File: src/rtl/parity_scan_sequencer.sv
// -----------------------------------------------------------------------------
// parity_scan_sequencer
//
// Upstream sequencer for the 2-D parity checker stage. Accepts one 8x8 data
// block (8 row words, each carrying an even-parity bit, followed by a
// column-parity byte), then presents every row and every column to an external
// combinational 8-bit parity checker, one line per cycle. The returned parity
// is compared with the stored parity bits and a verdict is reported:
// clean, single-bit data error (row/column location), parity-bit-only error,
// or uncorrectable.
//
// Optional feature macro: PARITY_SCAN_CORRECT_EN
//   defined   : a single data error is corrected in storage and the verdict
//               beat is followed by 8 data beats carrying rows 0..7.
//   undefined : a single verdict beat; out_data is tied to 0.
//
// Ports:
//   clk          rising-edge clock
//   rst_n        asynchronous active-low reset
//   in_valid     input word valid
//   in_ready     block accepts input words (LOAD only)
//   in_data[7:0] words 0..7: data rows 0..7; word 8: column-parity byte
//   in_par       even-parity bit for rows 0..7 (ignored on word 8)
//   line_out     row or column vector driven to the parity checker
//   line_par_in  XOR of line_out, returned combinationally by the checker
//   out_valid    output beat valid
//   out_ready    consumer accepts beat
//   err_flag     any parity mismatch found
//   err_par      mismatch confined to a single parity bit
//   err_multi    uncorrectable pattern
//   err_row[2:0] flagged row index
//   err_col[2:0] flagged column index
//   out_data     corrected data byte (correction build only)
//   out_last     final beat of the block
// -----------------------------------------------------------------------------
module parity_scan_sequencer (
  input  logic       clk,
  input  logic       rst_n,
  input  logic       in_valid,
  output logic       in_ready,
  input  logic [7:0] in_data,
  input  logic       in_par,
  output logic [7:0] line_out,
  input  logic       line_par_in,
  output logic       out_valid,
  input  logic       out_ready,
  output logic       err_flag,
  output logic       err_par,
  output logic       err_multi,
  output logic [2:0] err_row,
  output logic [2:0] err_col,
  output logic [7:0] out_data,
  output logic       out_last
);

  localparam logic [2:0] ST_LOAD     = 3'd0;
  localparam logic [2:0] ST_SCAN_ROW = 3'd1;
  localparam logic [2:0] ST_SCAN_COL = 3'd2;
  localparam logic [2:0] ST_EVAL     = 3'd3;  // one cycle to form the verdict
  localparam logic [2:0] ST_REPORT   = 3'd4;

  logic [2:0] state_q, state_d;
  logic [3:0] cnt_q, cnt_d;          // input word count 0..8
  logic [2:0] idx_q, idx_d;          // scan index (row or column)
  logic [7:0] rows_q [8];
  logic [7:0] rows_d [8];
  logic [7:0] par_q, par_d;          // row parity bits as received
  logic [7:0] colpar_q, colpar_d;
  logic [7:0] row_err_q, row_err_d;
  logic [7:0] col_err_q, col_err_d;
  logic       flag_q, flag_d;
  logic       par_err_q, par_err_d;
  logic       multi_q, multi_d;
  logic [2:0] erow_q, erow_d;
  logic [2:0] ecol_q, ecol_d;
  logic       ready_en_q;            // keeps in_ready low until the first edge after reset
`ifdef PARITY_SCAN_CORRECT_EN
  logic [3:0] beat_q, beat_d;        // 0: verdict beat, 1..8: rows 0..7
`endif

  logic [3:0] n_row, n_col;
  logic [2:0] row_idx, col_idx;

  function automatic logic [3:0] popcount8(input logic [7:0] v);
    logic [3:0] n;
    n = '0;
    for (int i = 0; i < 8; i++) n = n + {3'b000, v[i]};
    return n;
  endfunction

  function automatic logic [2:0] lowest_index(input logic [7:0] v);
    logic [2:0] idx;
    idx = '0;
    for (int i = 7; i >= 0; i--) if (v[i]) idx = 3'(i);
    return idx;
  endfunction

  assign n_row   = popcount8(row_err_q);
  assign n_col   = popcount8(col_err_q);
  assign row_idx = lowest_index(row_err_q);
  assign col_idx = lowest_index(col_err_q);

  always_comb begin
    // NOTE: every next-state variable gets a default here so that no path
    // leaves one unassigned, which would otherwise infer a latch.
    state_d   = state_q;
    cnt_d     = cnt_q;
    idx_d     = idx_q;
    rows_d    = rows_q;
    par_d     = par_q;
    colpar_d  = colpar_q;
    row_err_d = row_err_q;
    col_err_d = col_err_q;
    flag_d    = flag_q;
    par_err_d = par_err_q;
    multi_d   = multi_q;
    erow_d    = erow_q;
    ecol_d    = ecol_q;
`ifdef PARITY_SCAN_CORRECT_EN
    beat_d    = beat_q;
`endif

    case (state_q)
      ST_LOAD: begin
        if (in_valid && in_ready) begin
          if (cnt_q == 4'd8) begin
            colpar_d = in_data;
            cnt_d    = '0;
            idx_d    = '0;
            state_d  = ST_SCAN_ROW;
          end else begin
            rows_d[cnt_q[2:0]] = in_data;
            par_d[cnt_q[2:0]]  = in_par;
            cnt_d              = cnt_q + 4'd1;
          end
        end
      end

      ST_SCAN_ROW: begin
        row_err_d[idx_q] = line_par_in ^ par_q[idx_q];
        idx_d            = idx_q + 3'd1;
        if (idx_q == 3'd7) state_d = ST_SCAN_COL;
      end

      ST_SCAN_COL: begin
        col_err_d[idx_q] = line_par_in ^ colpar_q[idx_q];
        idx_d            = idx_q + 3'd1;
        if (idx_q == 3'd7) state_d = ST_EVAL;
      end

      ST_EVAL: begin
        flag_d    = 1'b0;
        par_err_d = 1'b0;
        multi_d   = 1'b0;
        erow_d    = '0;
        ecol_d    = '0;
        if (n_row == 4'd0 && n_col == 4'd0) begin
          flag_d = 1'b0;
        end else if (n_row == 4'd1 && n_col == 4'd1) begin
          flag_d = 1'b1;
          erow_d = row_idx;
          ecol_d = col_idx;
`ifdef PARITY_SCAN_CORRECT_EN
          // Single data error: the crossing of the flagged row and column.
          rows_d[row_idx][col_idx] = ~rows_q[row_idx][col_idx];
`endif
        end else if (n_row == 4'd1 && n_col == 4'd0) begin
          flag_d    = 1'b1;
          par_err_d = 1'b1;
          erow_d    = row_idx;
        end else if (n_row == 4'd0 && n_col == 4'd1) begin
          flag_d    = 1'b1;
          par_err_d = 1'b1;
          ecol_d    = col_idx;
        end else begin
          flag_d  = 1'b1;
          multi_d = 1'b1;
        end
`ifdef PARITY_SCAN_CORRECT_EN
        beat_d  = '0;
`endif
        state_d = ST_REPORT;
      end

      ST_REPORT: begin
        if (out_ready) begin
`ifdef PARITY_SCAN_CORRECT_EN
          if (beat_q == 4'd8) begin
            state_d = ST_LOAD;
          end else begin
            beat_d = beat_q + 4'd1;
          end
`else
          state_d = ST_LOAD;
`endif
          if (state_d == ST_LOAD) begin
            flag_d    = 1'b0;
            par_err_d = 1'b0;
            multi_d   = 1'b0;
            erow_d    = '0;
            ecol_d    = '0;
          end
        end
      end

      default: state_d = ST_LOAD;
    endcase
  end

  always_ff @(posedge clk or negedge rst_n) begin
    if (!rst_n) begin
      state_q    <= ST_LOAD;
      cnt_q      <= '0;
      idx_q      <= '0;
      // NOTE: the 8-row store is only 64 flops and a reset mid-block must
      // discard the partial block, so it is cleared along with the control.
      for (int i = 0; i < 8; i++) rows_q[i] <= '0;
      par_q      <= '0;
      colpar_q   <= '0;
      row_err_q  <= '0;
      col_err_q  <= '0;
      flag_q     <= 1'b0;
      par_err_q  <= 1'b0;
      multi_q    <= 1'b0;
      erow_q     <= '0;
      ecol_q     <= '0;
      ready_en_q <= 1'b0;
`ifdef PARITY_SCAN_CORRECT_EN
      beat_q     <= '0;
`endif
    end else begin
      // NOTE: registers take non-blocking assignments so every flop samples
      // the pre-edge value of every other flop.
      state_q    <= state_d;
      cnt_q      <= cnt_d;
      idx_q      <= idx_d;
      rows_q     <= rows_d;
      par_q      <= par_d;
      colpar_q   <= colpar_d;
      row_err_q  <= row_err_d;
      col_err_q  <= col_err_d;
      flag_q     <= flag_d;
      par_err_q  <= par_err_d;
      multi_q    <= multi_d;
      erow_q     <= erow_d;
      ecol_q     <= ecol_d;
      ready_en_q <= 1'b1;
`ifdef PARITY_SCAN_CORRECT_EN
      beat_q     <= beat_d;
`endif
    end
  end

  assign in_ready  = (state_q == ST_LOAD) && ready_en_q;
  assign out_valid = (state_q == ST_REPORT);
  assign err_flag  = flag_q;
  assign err_par   = par_err_q;
  assign err_multi = multi_q;
  assign err_row   = erow_q;
  assign err_col   = ecol_q;

  always_comb begin
    line_out = '0;
    if (state_q == ST_SCAN_ROW) begin
      line_out = rows_q[idx_q];
    end else if (state_q == ST_SCAN_COL) begin
      for (int r = 0; r < 8; r++) line_out[r] = rows_q[r][idx_q];
    end
  end

`ifdef PARITY_SCAN_CORRECT_EN
  assign out_last = (state_q == ST_REPORT) && (beat_q == 4'd8);
  // Beat k (1..8) carries row k-1; beat 8 wraps the 3-bit index to row 7.
  assign out_data = ((state_q == ST_REPORT) && (beat_q != 4'd0))
                    ? rows_q[3'(beat_q[2:0] - 3'd1)] : 8'h00;
`else
  assign out_last = (state_q == ST_REPORT);
  assign out_data = 8'h00;
`endif

endmodule

File: config.mk
export PLATFORM = sky130hd
export DESIGN_NAME = parity_scan_sequencer
export DESIGN_NICKNAME = d
export VERILOG_FILES = /design/src/rtl/parity_scan_sequencer.sv
export SDC_FILE = /design/constraint.sdc
export NUM_CORES = 1
export LEC_CHECK = 0
export CAP_MARGIN = 20
export CORE_ASPECT_RATIO = 1.5
export CORE_UTILIZATION = 55
export DETAILED_ROUTE_END_ITERATION = 8
export GPL_TIMING_DRIVEN = 0
export PLACE_DENSITY_LB_ADDON = 0.2
export SKIP_CTS_REPAIR_TIMING = 1
export SLEW_MARGIN = 0
export SYNTH_ARGS = -nofsm -noshare
export SYNTH_HDL_FRONTEND = slang
export SYNTH_SLANG_ARGS = --single-unit
File: constraint.sdc
create_clock -name clk -period 7 [get_ports clk]
set_clock_uncertainty 0.15 [all_clocks]
set_input_delay 0.7 -clock clk [delete_from_list [all_inputs] [get_ports clk]]
set_output_delay 0.7 -clock clk [all_outputs]
set_load 0.05 [all_outputs]
Word-level counts from Yosys, hierarchy flattened
Index checks and enable logic that the tools add are counted.
{"block": "op_classes", "addsub": 16, "n_eq_ne": 13, "reduce_logical": 21, "mux": 83, "bitwise_logic": 5, "order_cmp": 7}
{"cell": "$mux 3", "count": 30}
{"cell": "$bwmux 64", "count": 1}
{"cell": "$mux 8", "count": 5}
{"cell": "$add 4x1->4", "count": 8}
{"cell": "$bmux 1 s3", "count": 10}
{"cell": "$bmux 8 s3", "count": 1}
{"cell": "$bwmux 8", "count": 3}
{"cell": "$demux 8 s3", "count": 1}
{"cell": "$mux 1", "count": 22}
{"cell": "$pmux 3 s2", "count": 3}
{"cell": "$pmux 3 s5", "count": 1}
{"cell": "$ne 2x2->1 const B", "count": 5}
{"cell": "$logic_and 1x1->1", "count": 9}
{"cell": "$reduce_and 3->1", "count": 3}
{"cell": "$add 3x1->4", "count": 2}
{"cell": "$eq 4x1->1 const B", "count": 2}
{"cell": "$ge 4x4->1 const B", "count": 2}
{"cell": "$logic_not 4->1", "count": 2}
{"cell": "$lt 3x4->1 const B", "count": 2}
{"cell": "$not 3->4", "count": 2}
{"cell": "$add 2x1->3", "count": 2}
{"cell": "$demux 1 s3", "count": 2}
{"cell": "$eq 3x2->1 const B", "count": 2}
{"cell": "$eq 3x3->1 const B", "count": 2}
{"cell": "other kinds (16)", "count": 23}
{"block": "totals", "elab_cells": 166, "input_bits": 14, "out_inout_bits": 28, "register_bits": 116}

Longest topological paths before layout
{"block": "depth", "word_depth": 14, "depth_mapped": 13, "depth_no_buf": 13}

Worst setup path after synthesis
OpenSTA, ideal clock, no wires.
{"block": "synth_timing", "kind": "flip-flop to flip-flop", "start": "reg col_err_q[0]", "end": "reg ecol_q[2], in the netlist err_col[2]", "path_buffers": 0, "setup_slack_ns": 3.419, "period_less_slack_ns": 3.581, "arrival_ns": 3.320, "path_stages_with_launch": 14, "required_ns": 6.740, "setup_time_ns": 0.110, "path_cell_list": "dfrtp_1 inv_1 fa_1 fa_1 fa_1 inv_1 ha_1 inv_1 fa_1 a211oi_1 mux2i_1 nor3_1 nand2_1 o41ai_1"}
{"block": "synth_via", "elab_chain_cells": 14, "elab_cells_between_ends": 19, "cone_classes": "add/sub: 7; eq/ne: 1; mux: 6; reduce/logical: 5"}
{"item": "start: declaration", "line_no": "70", "source": "logic [7:0] col_err_q, col_err_d;"}
{"item": "start signal: assignment", "line_no": "241", "source": "col_err_q <= col_err_d;"}
{"item": "$add 1x1->2", "line_no": "87", "source": "for (int i = 0; i < 8; i++) n = n + {3'b000, v[i]};"}
{"item": "$add 2x1->3", "line_no": "87"}
{"item": "$add 3x1->4", "line_no": "87"}
{"item": "$add 4x1->4 (4 in series)", "line_no": "87"}
{"item": "$eq 4x1->1", "line_no": "159, 171"}
{"item": "$logic_and 1x1->1", "line_no": "171", "source": "end else if (n_row == 4'd0 && n_col == 4'd1) begin"}
{"item": "$mux 3", "line_no": "171"}
{"item": "$mux 3", "line_no": "167", "source": "end else if (n_row == 4'd1 && n_col == 4'd0) begin"}
{"item": "$mux 3", "line_no": "159", "source": "end else if (n_row == 4'd1 && n_col == 4'd1) begin"}
{"item": "$mux 3 *", "line_no": "157", "source": "if (n_row == 4'd0 && n_col == 4'd0) begin"}
{"item": "$pmux 3 s2 *", "line_no": "123", "source": "case (state_q)"}
{"item": "end signal: assignment", "line_no": "246", "source": "ecol_q <= ecol_d;"}
{"item": "end: declaration", "line_no": "75", "source": "logic [2:0] ecol_q, ecol_d;"}
Every way passes the cells marked *; elsewhere a longest branch is shown, timed or not.
A chain may end at the register's enable or synchronous reset.

Worst setup path in the final report
{"block": "layout_timing", "start": "reg idx_q[2]", "end": "out line_out[4]"}
{"block": "layout_via", "elab_chain_cells": 5, "elab_cells_between_ends": 8, "cone_classes": "mux: 7; bitwise: 1"}
{"item": "start: declaration", "line_no": "64", "source": "logic [2:0] idx_q, idx_d;"}
{"item": "start signal: assignment", "line_no": "236", "source": "idx_q <= idx_d;"}
{"item": "$not 3->4 (implied by the code)", "line_no": "265", "source": "line_out = rows_q[idx_q];"}
{"item": "$bmux 8 s3", "line_no": "265"}
{"item": "$mux 8 (implied by the code) (2 in series)", "line_no": "265"}
{"item": "$mux 8 *", "line_no": "264", "source": "if (state_q == ST_SCAN_ROW) begin"}
{"item": "end: declaration", "line_no": "43", "source": "output logic [7:0] line_out,"}
Every way passes the cells marked *; elsewhere a longest branch is shown, timed or not. The select of a mux whose other input is x is not followed.

==> impl_metrics.yaml <==
floorplan:
  core.rowCount: 48
  start_util: 0.566
  die_w_microns: 91.2
  io_pins: 42
  core-area_sq_um: 11600
  fp.dieArea_sq_um: 12400
  die_h_microns: 136
synth:
  synth_cells: 568
  ys.warnings.count: 0
  synth_area_sq_um: 6560
  synth_cell_type_count: 61
  yosysSeqAreaShare: 0.442
  synth_edf_count: 0
  ys_seq_elements: 116
  synth.avg_cell_area_sq_um: 11.6
  ys.flop_type: "dfrtp_1"
  synthArstFlopShare: 1.00
grt:
  grt_pass1_wl_mm: 27.9
  grt_usage: 0.306
  grt_max_degree: 65
  grt-ovfl-total: 0
  antenna_found_initial: 0
  grt_pass1_vias: 5084
final_layout:
  multi_input_area_sq_um: 3350
  final_cell_mix: "dfrtp_1 (116), mux2_2 (103), a21oi_1 (34)"
  syn2layout_area_growth_pct: 18.0
  utilization: 0.668
  antenna_cells: 0
  drive_gt1_frac: 0.300
  mostFrequentLayoutCell: "dfrtp_1"
  fill_cells: 876
  fin_nets: 660
  regArea_sq_um: 2900
detailed_routing:
  antenna_left: 0
  drc_errors: 0
  first_pass_iters: 5
  drt_wl_total_mm: 17.7
  vias: 4898
  routedWlPerCell_microns: 22.4
  vias_per_cell: 6.19
  drtIter0Drc: 365
critical_path:
  critPathMaxFanout: 10
  rrSetupSlack_ns: 3.02
  cp.required_ns: 6.15
  reg2reg_from: "col_err_q[3]"
  slowest_stage: "clkdlybuf4s50_1"
  cp-startpoint: "idx_q[2]"
  cp-start-kind: "flip-flop"
  path_cells: "buf_2 > buf_1 > clkbuf_1 > nand3_1 > o211ai_1 > o21ai_0 > o22ai_1 > clkdlybuf4s50_1"
  cp.arrival_ns: 3.59
  endpoint_kind: "primary output"
  cp.depth: 8
  worstSetupPathType: "reg -> out"
  r2r-end: "err_row[2]"
  path_buf_inv: 4
  crit_family: "buffers and inverters"
  r2r_cells: 13
  slowest_delay_ns: 0.86
clock_network:
  cts_buffer_depth: 2
  tritoncts: "done"
  clk-insertion-delay-late_ns: 0.42
  clkTransAtPathRegs_ns: 0.06
  htreeDepth: 4
  cts.sinks: 116
  cts_buffers: 17
  cts_root_buf: "clkbuf_16"
sta:
  maxSlewViolCount: 0
  finalSetupViolations: 0
  hold_violations: 0
  fin_crit_ns: 4.44
  worst_slew_pin_slew_ns: 0.913
  tns_ns: 0
  max_freq_mhz: 225
  rsz0062_at_grt: "no"
  final.period_utilization: 0.634
  slew_headroom: 0.389
pwr:
  cellPowerDensity_nw_per_um2: 577
  irDropWorstVdd_uv: 273
  p_leak_nw: 3.48
placed_design:
  hpwlAfterDp_mm: 12.7
  place_congestion: 0.955
  numPortBuffers: 33
run:
  drv_cap: 0
run_status:
  outcome: "complete, no violations"
worst_hold_path:
  hold_class: "in -> async"
[synth_stat cells, types with 3 or more instances]
master / n / area, sq um
dfrtp_1: 116 / 2900
mux2_2: 103 / 1160
a21oi_1: 34 / 170
nand2_1: 31 / 116
inv_1: 29 / 109
o21ai_0: 24 / 120
nor2_1: 20 / 75.1
mux2i_1: 17 / 170
buf_2: 13 / 65.1
buf_4: 12 / 90.1
nand3_1: 11 / 55.1
ha_1: 10 / 125
mux4_2: 10 / 225
a22o_1: 8 / 70.1
fa_1: 8 / 160
nor2b_1: 8 / 50.1
clkbuf_1: 7 / 26.3
a221oi_1: 6 / 52.6
a22oi_1: 6 / 45.0
a31oi_1: 6 / 37.5
o22ai_1: 6 / 37.5
xor2_1: 6 / 52.6
a31o_2: 5 / 43.8
nand3b_1: 5 / 37.5
nor3_1: 5 / 25.0
a211oi_1: 3 / 22.5
a221o_1: 3 / 30.0
and2_1: 3 / 18.8
and3_1: 3 / 18.8
buf_6: 3 / 33.8
nand2b_1: 3 / 18.8
nor4_1: 3 / 18.8
[sequential cells by signal, indices dropped and copies added (netlist names), 4 cells and up]
register	count
colpar_q	8
cnt_q	4
par_q	8
rows_q	64
row_err_q	8
col_err_q	8
[report_power, final]
group / internal (mW) / switching (mW)
registers: 0.967 / 0.260
clock network: 0.594 / 0.307
logic: 1.00 / 1.34
[per-stage QoR]
stage | std cells | hold WS, ns | area [sq um] | setup slack (ns) | power (mW)
6_report | 791 | 0.179 | 7740 | 2.56 | 4.47
5_1_grt | 791 | 0.244 | 7740 | 2.45 | 4.75
4_1_cts | 791 | 0.205 | 7740 | 2.64 | 4.46
3_5_place_dp | 759 | 0.311 | 7130 | 3.02 | 3.55
3_3_place_gp | 758 | 0.309 | 7110 | 0.796 | 3.48
2_1_floorplan | 575 | 0.254 | 6590 | 3.42 | 2.88
[routing by layer]
metal,vias up,part of all wire,global-route usage
li1,2168,-,-
met1,2462,0.39,0.349
met2,204,0.50,0.521
met3,64,0.055,0.0584
met4,0,0.059,0.207
met5,-,0,0
[worst max-delay path by stage]
stage	slack [ns]	to
floorplan	3.42	err_col[2]
global placement	0.80	rows_q[37]
detailed placement	3.02	err_row[2]
CTS	2.64	line_out[4]
global route	2.45	line_out[4]
finish	2.56	line_out[4]
[kinds of logic after synthesis]
| group | count (synthesis) | share of synthesized area |
|---|---|---|
| flip-flops | 116 | 0.442 |
| other | 2 | 0.00114 |
| XOR/XNOR | 6 | 0.00801 |
| adder cells (fa/ha/maj) | 18 | 0.0435 |
| AO/OA/AOI/OAI | 117 | 0.116 |
| multiplexers | 130 | 0.237 |
| AND/OR/NAND/NOR | 111 | 0.0999 |
| buffers and inverters | 68 | 0.0517 |
[layout make-up]
class / instances / area share
repair buffers: 34 / 0.0459
flip-flops and latches: 116 / 0.375
multi-input cells: 391 / 0.432
clock buffers: 23 / 0.0630
plain buffers: 37 / 0.0288
clock inverters: 9 / 0.0162
well taps: 150 / 0.0242
inverters: 31 / 0.0150
No activity file was read; power rests on OpenSTA's default activity.
